## src/rtl/mlu_pkg.sv

```systemverilog
// Shared definitions for the multi-cycle logic unit: op encodings and FSM states.
package mlu_pkg;

   localparam logic [1:0] OP_AND = 2'b00;
   localparam logic [1:0] OP_OR  = 2'b01;
   localparam logic [1:0] OP_XOR = 2'b10;
   localparam logic [1:0] OP_NOR = 2'b11;

   typedef enum logic [1:0] {
      IDLE = 2'd0,
      BUSY = 2'd1,
      DONE = 2'd2
   } state_t;

endpackage

```

## src/rtl/logic_slice.sv

```systemverilog
// Combinational CHUNK-bit bitwise slice (AND/OR/XOR/NOR) shared across all slice positions.
module logic_slice
   import mlu_pkg::*;
#(
   parameter int CHUNK = 4
) (
   input  logic [CHUNK-1:0] a,
   input  logic [CHUNK-1:0] b,
   input  logic [1:0]       op,
   output logic [CHUNK-1:0] r
);

   always_comb begin
      r = '0;
      unique case (op)
         OP_AND:  r = a & b;
         OP_OR:   r = a | b;
         OP_XOR:  r = a ^ b;
         OP_NOR:  r = ~(a | b);
         default: r = '0;
      endcase
   end

endmodule

```

## src/rtl/multicycle_logic_unit.sv

```systemverilog
// Multi-cycle bitwise logic unit: one CHUNK-bit slice per cycle, LSB-first, valid/ready on both sides.
// Optional build macro MLU_PARITY_EN adds a registered parity output of the final result.
module multicycle_logic_unit
   import mlu_pkg::*;
#(
   parameter int WIDTH = 32,
   parameter int CHUNK = 4
) (
   input  logic             clk,
   input  logic             rst_n,
   input  logic             in_valid,
   output logic             in_ready,
   input  logic [1:0]       op,
   input  logic [WIDTH-1:0] a,
   input  logic [WIDTH-1:0] b,
   output logic             out_valid,
   input  logic             out_ready,
   output logic [WIDTH-1:0] result,
   output logic             zero,
   output state_t           dbg_state
`ifdef MLU_PARITY_EN
   ,
   output logic             parity
`endif
);

   localparam int NSLICE = WIDTH / CHUNK;
   localparam int CW     = (NSLICE > 1) ? $clog2(NSLICE) : 1;
   localparam logic [CW-1:0] LAST = CW'(NSLICE - 1);

   // Handshake: a transfer happens on a rising edge where valid && ready are both high;
   // in_ready is high only in IDLE, out_valid only in DONE, and neither depends on the other side.
   state_t           state_q, state_d;
   logic [CW-1:0]    cnt_q, cnt_d;
   logic [WIDTH-1:0] a_q, a_d;
   logic [WIDTH-1:0] b_q, b_d;
   logic [1:0]       op_q, op_d;
   logic [WIDTH-1:0] result_q, result_d;
   logic             zero_q, zero_d;
   logic [CHUNK-1:0] slice_a, slice_b, slice_r;
   logic [31:0]      base;
`ifdef MLU_PARITY_EN
   logic             par_run_q, par_run_d;
   logic             parity_q, parity_d;
`endif

   assign base    = 32'(cnt_q) * 32'(CHUNK);
   assign slice_a = a_q[base +: CHUNK];
   assign slice_b = b_q[base +: CHUNK];

   logic_slice #(.CHUNK(CHUNK)) u_slice (
      .a  (slice_a),
      .b  (slice_b),
      .op (op_q),
      .r  (slice_r)
   );

   always_comb begin
      state_d  = state_q;
      cnt_d    = cnt_q;
      a_d      = a_q;
      b_d      = b_q;
      op_d     = op_q;
      result_d = result_q;
      zero_d   = zero_q;
`ifdef MLU_PARITY_EN
      par_run_d = par_run_q;
      parity_d  = parity_q;
`endif
      unique case (state_q)
         IDLE: begin
            if (in_valid) begin
               state_d = BUSY;
               cnt_d   = '0;
               a_d     = a;
               b_d     = b;
               op_d    = op;
`ifdef MLU_PARITY_EN
               par_run_d = 1'b0;
`endif
            end
         end
         BUSY: begin
            // Bits above the current slice keep stale data; they are hidden until DONE.
            result_d[base +: CHUNK] = slice_r;
`ifdef MLU_PARITY_EN
            par_run_d = par_run_q ^ (^slice_r);
`endif
            if (cnt_q == LAST) begin
               state_d = DONE;
               zero_d  = (result_d == '0);
`ifdef MLU_PARITY_EN
               parity_d = par_run_d;
`endif
            end else begin
               cnt_d = cnt_q + 1'b1;
            end
         end
         DONE: begin
            if (out_ready) state_d = IDLE;
         end
         default: state_d = IDLE;
      endcase
   end

   always_ff @(posedge clk or negedge rst_n) begin
      if (!rst_n) begin
         state_q  <= IDLE;
         cnt_q    <= '0;
         a_q      <= '0;
         b_q      <= '0;
         op_q     <= '0;
         result_q <= '0;
         zero_q   <= 1'b0;
`ifdef MLU_PARITY_EN
         par_run_q <= 1'b0;
         parity_q  <= 1'b0;
`endif
      end else begin
         state_q  <= state_d;
         cnt_q    <= cnt_d;
         a_q      <= a_d;
         b_q      <= b_d;
         op_q     <= op_d;
         result_q <= result_d;
         zero_q   <= zero_d;
`ifdef MLU_PARITY_EN
         par_run_q <= par_run_d;
         parity_q  <= parity_d;
`endif
      end
   end

   assign in_ready  = (state_q == IDLE);
   assign out_valid = (state_q == DONE);
   assign result    = result_q;
   assign zero      = zero_q;
   assign dbg_state = state_q;
`ifdef MLU_PARITY_EN
   assign parity    = parity_q;
`endif

endmodule

```

## config.mk

```make
export PLATFORM = sky130hd
export DESIGN_NAME = multicycle_logic_unit
export DESIGN_NICKNAME = d
export VERILOG_FILES = /design/src/rtl/mlu_pkg.sv /design/src/rtl/logic_slice.sv /design/src/rtl/multicycle_logic_unit.sv
export SDC_FILE = /design/constraint.sdc
export NUM_CORES = 1
export LEC_CHECK = 0
export BUFFER_PORTS_ARGS = -buffer_cell sky130_fd_sc_hd__buf_4
export CORE_MARGIN = 4
export CORE_UTILIZATION = 25
export DETAILED_ROUTE_END_ITERATION = 12
export GPL_TIMING_DRIVEN = 1
export MAX_ROUTING_LAYER = met4
export SLEW_MARGIN = 15
export SYNTH_ARGS = -nofsm -noshare
export SYNTH_HDL_FRONTEND = slang
export SYNTH_SLANG_ARGS = --single-unit
```

## constraint.sdc

```tcl
create_clock -name clk -period 3.9 [get_ports clk]
set_input_delay 0.39 -clock clk [delete_from_list [all_inputs] [get_ports clk]]
set_output_delay 0.39 -clock clk [all_outputs]
set_load 0.05 [all_outputs]
```

==> flow_metrics.env <==
export IMPL_core_area_um2=20200
export IMPL_ant_nets=0
export IMPL_grt_use_total_pct=12.0
export IMPL_max_freq_mhz=289
export IMPL_cp_startpoint="cnt_q[0]"
export IMPL_netlist_top_cells_area="dfrtp_1 51%, mux2_2 18%, mux4_2 7.0%, nand2_1 3.7%, ha_1 2.9%"
export IMPL_finalSetupViolations=0
export IMPL_slowest_delay_ns=0.92
export IMPL_grt_overflow=0
export IMPL_crit_fanout=31
export IMPL_gp_congestion=0.854
export IMPL_drt_iter0_markers=205
export IMPL_antenna_found_initial=0
export IMPL_cpMaxStageDelayCell="dfrtp_2"
export IMPL_syn_avg_cell_area_um2=12.3
export IMPL_grt_pass1_wl_mm=20.5
export IMPL_diodes=0
export IMPL_hold_buffers=0
export IMPL_htreeDepth=3
export IMPL_clkSlewWorstSetupHoldPaths_ns=0.06
export IMPL_ys_warn_count=0
export IMPL_synth_top_area_share_pct=50.7
export IMPL_status="completed"
export IMPL_critical_path_cell_chain="mux4_2 > nand2_1 > and2_1 > inv_1 > ha_1 > nor2_1 > a21oi_1 > o21ai_1 > a31oi_1 > a2111oi_2 > nand2_1 > o21ai_1"
export IMPL_initial_core_util_pct=25.4
export IMPL_die_y_um=151
export IMPL_grt_max_degree=88
export IMPL_synth_largest_area_cell="dfrtp_1"
export IMPL_fin_crit_ns=3.46
export IMPL_final_cell_mix="112 x buf_4, 103 x dfrtp_1, 83 x mux2_2, 50 x nand2_1, 19 x nor2_1"
export IMPL_regArea_um2=2600
export IMPL_yosys_cell_types_count=48
export IMPL_required_ns=4.17
export IMPL_nets=599
export IMPL_cp_top_family="compound AO/OA/AOI/OAI gates"
export IMPL_slew_viol_final=0
export IMPL_worst_setup_path_end_kind="flop"
export IMPL_final_common_cell="buf_4"
export IMPL_slew_headroom_pct=43.7
export IMPL_drcViolationCount=0
export IMPL_hold_violations=0
export IMPL_clock_skew_ns=0.00468
export IMPL_via_per_inst=4.63
export IMPL_power_density_nw_per_um2=965
export IMPL_cap_violations=0
export IMPL_worstMarginPinSlew_ns=0.845
export IMPL_critical_path_depth=12
export IMPL_cts_tree="built"
export IMPL_leakage_nw=2.86
export IMPL_startpoint_type="flop"
export IMPL_grt_pass1_vias=3809
export IMPL_dp_hpwl_mm=10.0
export IMPL_drive_above_1_share_pct=44.9
export IMPL_r2r_end="zero"
export IMPL_first_pass_iters=4
export IMPL_wl_per_cell_um=16.5
export IMPL_cp_arrival_ns=3.73
export IMPL_cts_sinks=104
export IMPL_port_buffers=106
export IMPL_vias=3661
export IMPL_syn_num_nets=499
export IMPL_syn_inst=417
export IMPL_cts_resized=0
export IMPL_cts_made_buffers=9
export IMPL_final_util_pct=31.9
export IMPL_cts_root_buf="clkbuf_16"
export IMPL_vdd_drop_max_mv=0.322
export IMPL_clk_path_buf_depth=2
export IMPL_hp_class="in2async"
export IMPL_ios=107
export IMPL_area_delta_synth_final_pct=25.8
export IMPL_tns_ns=0
export IMPL_crit_buf_inv=1
export IMPL_postCtsSetupBuffers=0
export IMPL_finalCritPeriodShare_pct=88.7
export IMPL_syn_cell_area_um2=5140
export IMPL_rrSetupSlack_ns=0.44
export IMPL_seq_area_frac_synth_pct=50.7
export IMPL_rsz0062_at_grt="false"
export IMPL_ff2ff_path_depth=12
export IMPL_clock_latency_ns=0.34
export IMPL_synth_seq_cells=104
export IMPL_r2r_start="cnt_q[0]"
export IMPL_path_class="reg2reg"
export IMPL_multiInputGateArea_um2=2340
export IMPL_fp_row_count=52
export IMPL_finalWirelength_mm=13.1
export IMPL_die_w_um=151
export IMPL_fillers=2039
export IMPL_dieArea_um2=22900
## metrics by stage
| stage | hold WS, ns | setup WS (ns) | cell area [µm²] | power (mW) | instances |
|---|---|---|---|---|---|
| detailed placement | 0.492 | 0.451 | 6180 | 5.44 | 776 |
| CTS | 0.230 | 0.432 | 6460 | 6.30 | 791 |
| floorplan | 0.0944 | 0.947 | 5140 | 4.47 | 417 |
| global placement | 0.486 | 0.573 | 6180 | 5.31 | 776 |
| global route | 0.173 | 0.114 | 6460 | 6.72 | 791 |
| finish | 0.108 | 0.439 | 6460 | 6.23 | 791 |
## synthesized netlist by cell type (all sizes together)
cell,n
and4bb,1
a211oi,1
nor3,6
a41oi,1
a2111oi,2
a31oi,3
ha,12
and2,9
and4b,1
a32oi,1
buf,18
or2b,1
nor2b,3
a221oi,1
o31ai,8
o221ai,1
and3,1
a2bb2oi,2
o211ai,1
clkinv,1
mux4,16
nand4b,1
o22ai,1
inv,13
nor4,4
dfrtp,104
mux2,83
nor3b,1
o21ai,21
clkbuf,6
nand3,3
nand2,50
mux2i,3
and4,1
nand2b,4
nor2,20
nand4,2
a21oi,9
and2b,1
## worst register-to-register path: stages, from the launching register on
cell and delay, ns:
dfrtp_2 0.92, mux4_2 0.62, nand2_1 0.08, and2_1 0.19, inv_1 0.06, ha_1 0.18, nor2_1 0.10, a21oi_1 0.07
o21ai_1 0.40, a31oi_1 0.18, a2111oi_2 0.36, nand2_1 0.09, o21ai_1 0.14
## where the power goes
part / internal, mW / total [mW] / switching (mW)
Combinational: 1.50 / 3.37 / 1.86
Clock: 0.465 / 0.838 / 0.373
Sequential: 1.58 / 2.03 / 0.446
Total: 3.55 / 6.23 / 2.68
## routing by layer
| layer | vias up | GRT usage [%] | part of all wire, % |
|---|---|---|---|
| met5 | - | - | 0 |
| met4 | 0 | 2.58 | 0.99 |
| met3 | 13 | 2.72 | 6.2 |
| met2 | 134 | 19.1 | 48 |
| met1 | 1816 | 15.7 | 45 |
| li1 | 1698 | - | - |
## logic make-up (layout without fill, tap and decap cells)
kind of cell    after synthesis  in the layout  share of synthesized area (%)
simple gates                109            109                           10.3
fa+ha+maj                    12             12                           2.92
mux                         102            102                           25.8
compound gates               52             52                           6.50
buf+inv                      38            142                           3.80
flops                       104            104                           50.7
## cell type report
class / count / share of cell area, %
Timing Repair Buffer: 113 / 13.2
Inverter: 14 / 0.813
Tap cell: 270 / 5.23
Clock buffer: 13 / 4.03
Multi-Input combinational cell: 275 / 36.2
Clock inverter: 2 / 0.232
Sequential cell: 104 / 40.3
## worst max-delay path by stage
| stage | to | slack [ns] |
|---|---|---|
| after detailed placement | zero | 0.45 |
| after floorplan | zero | 0.95 |
| after global placement | zero | 0.57 |
| after CTS | zero | 0.43 |
| after global routing | zero | 0.11 |
| final | zero | 0.44 |
## state kept, by name (all words and copies together) (netlist names)
signal,cells
result,32
b_q,32
op_q,2
a_q,32
zero,1
dbg_state,2
cnt_q,3
No activity file was read; power rests on OpenSTA's default activity.
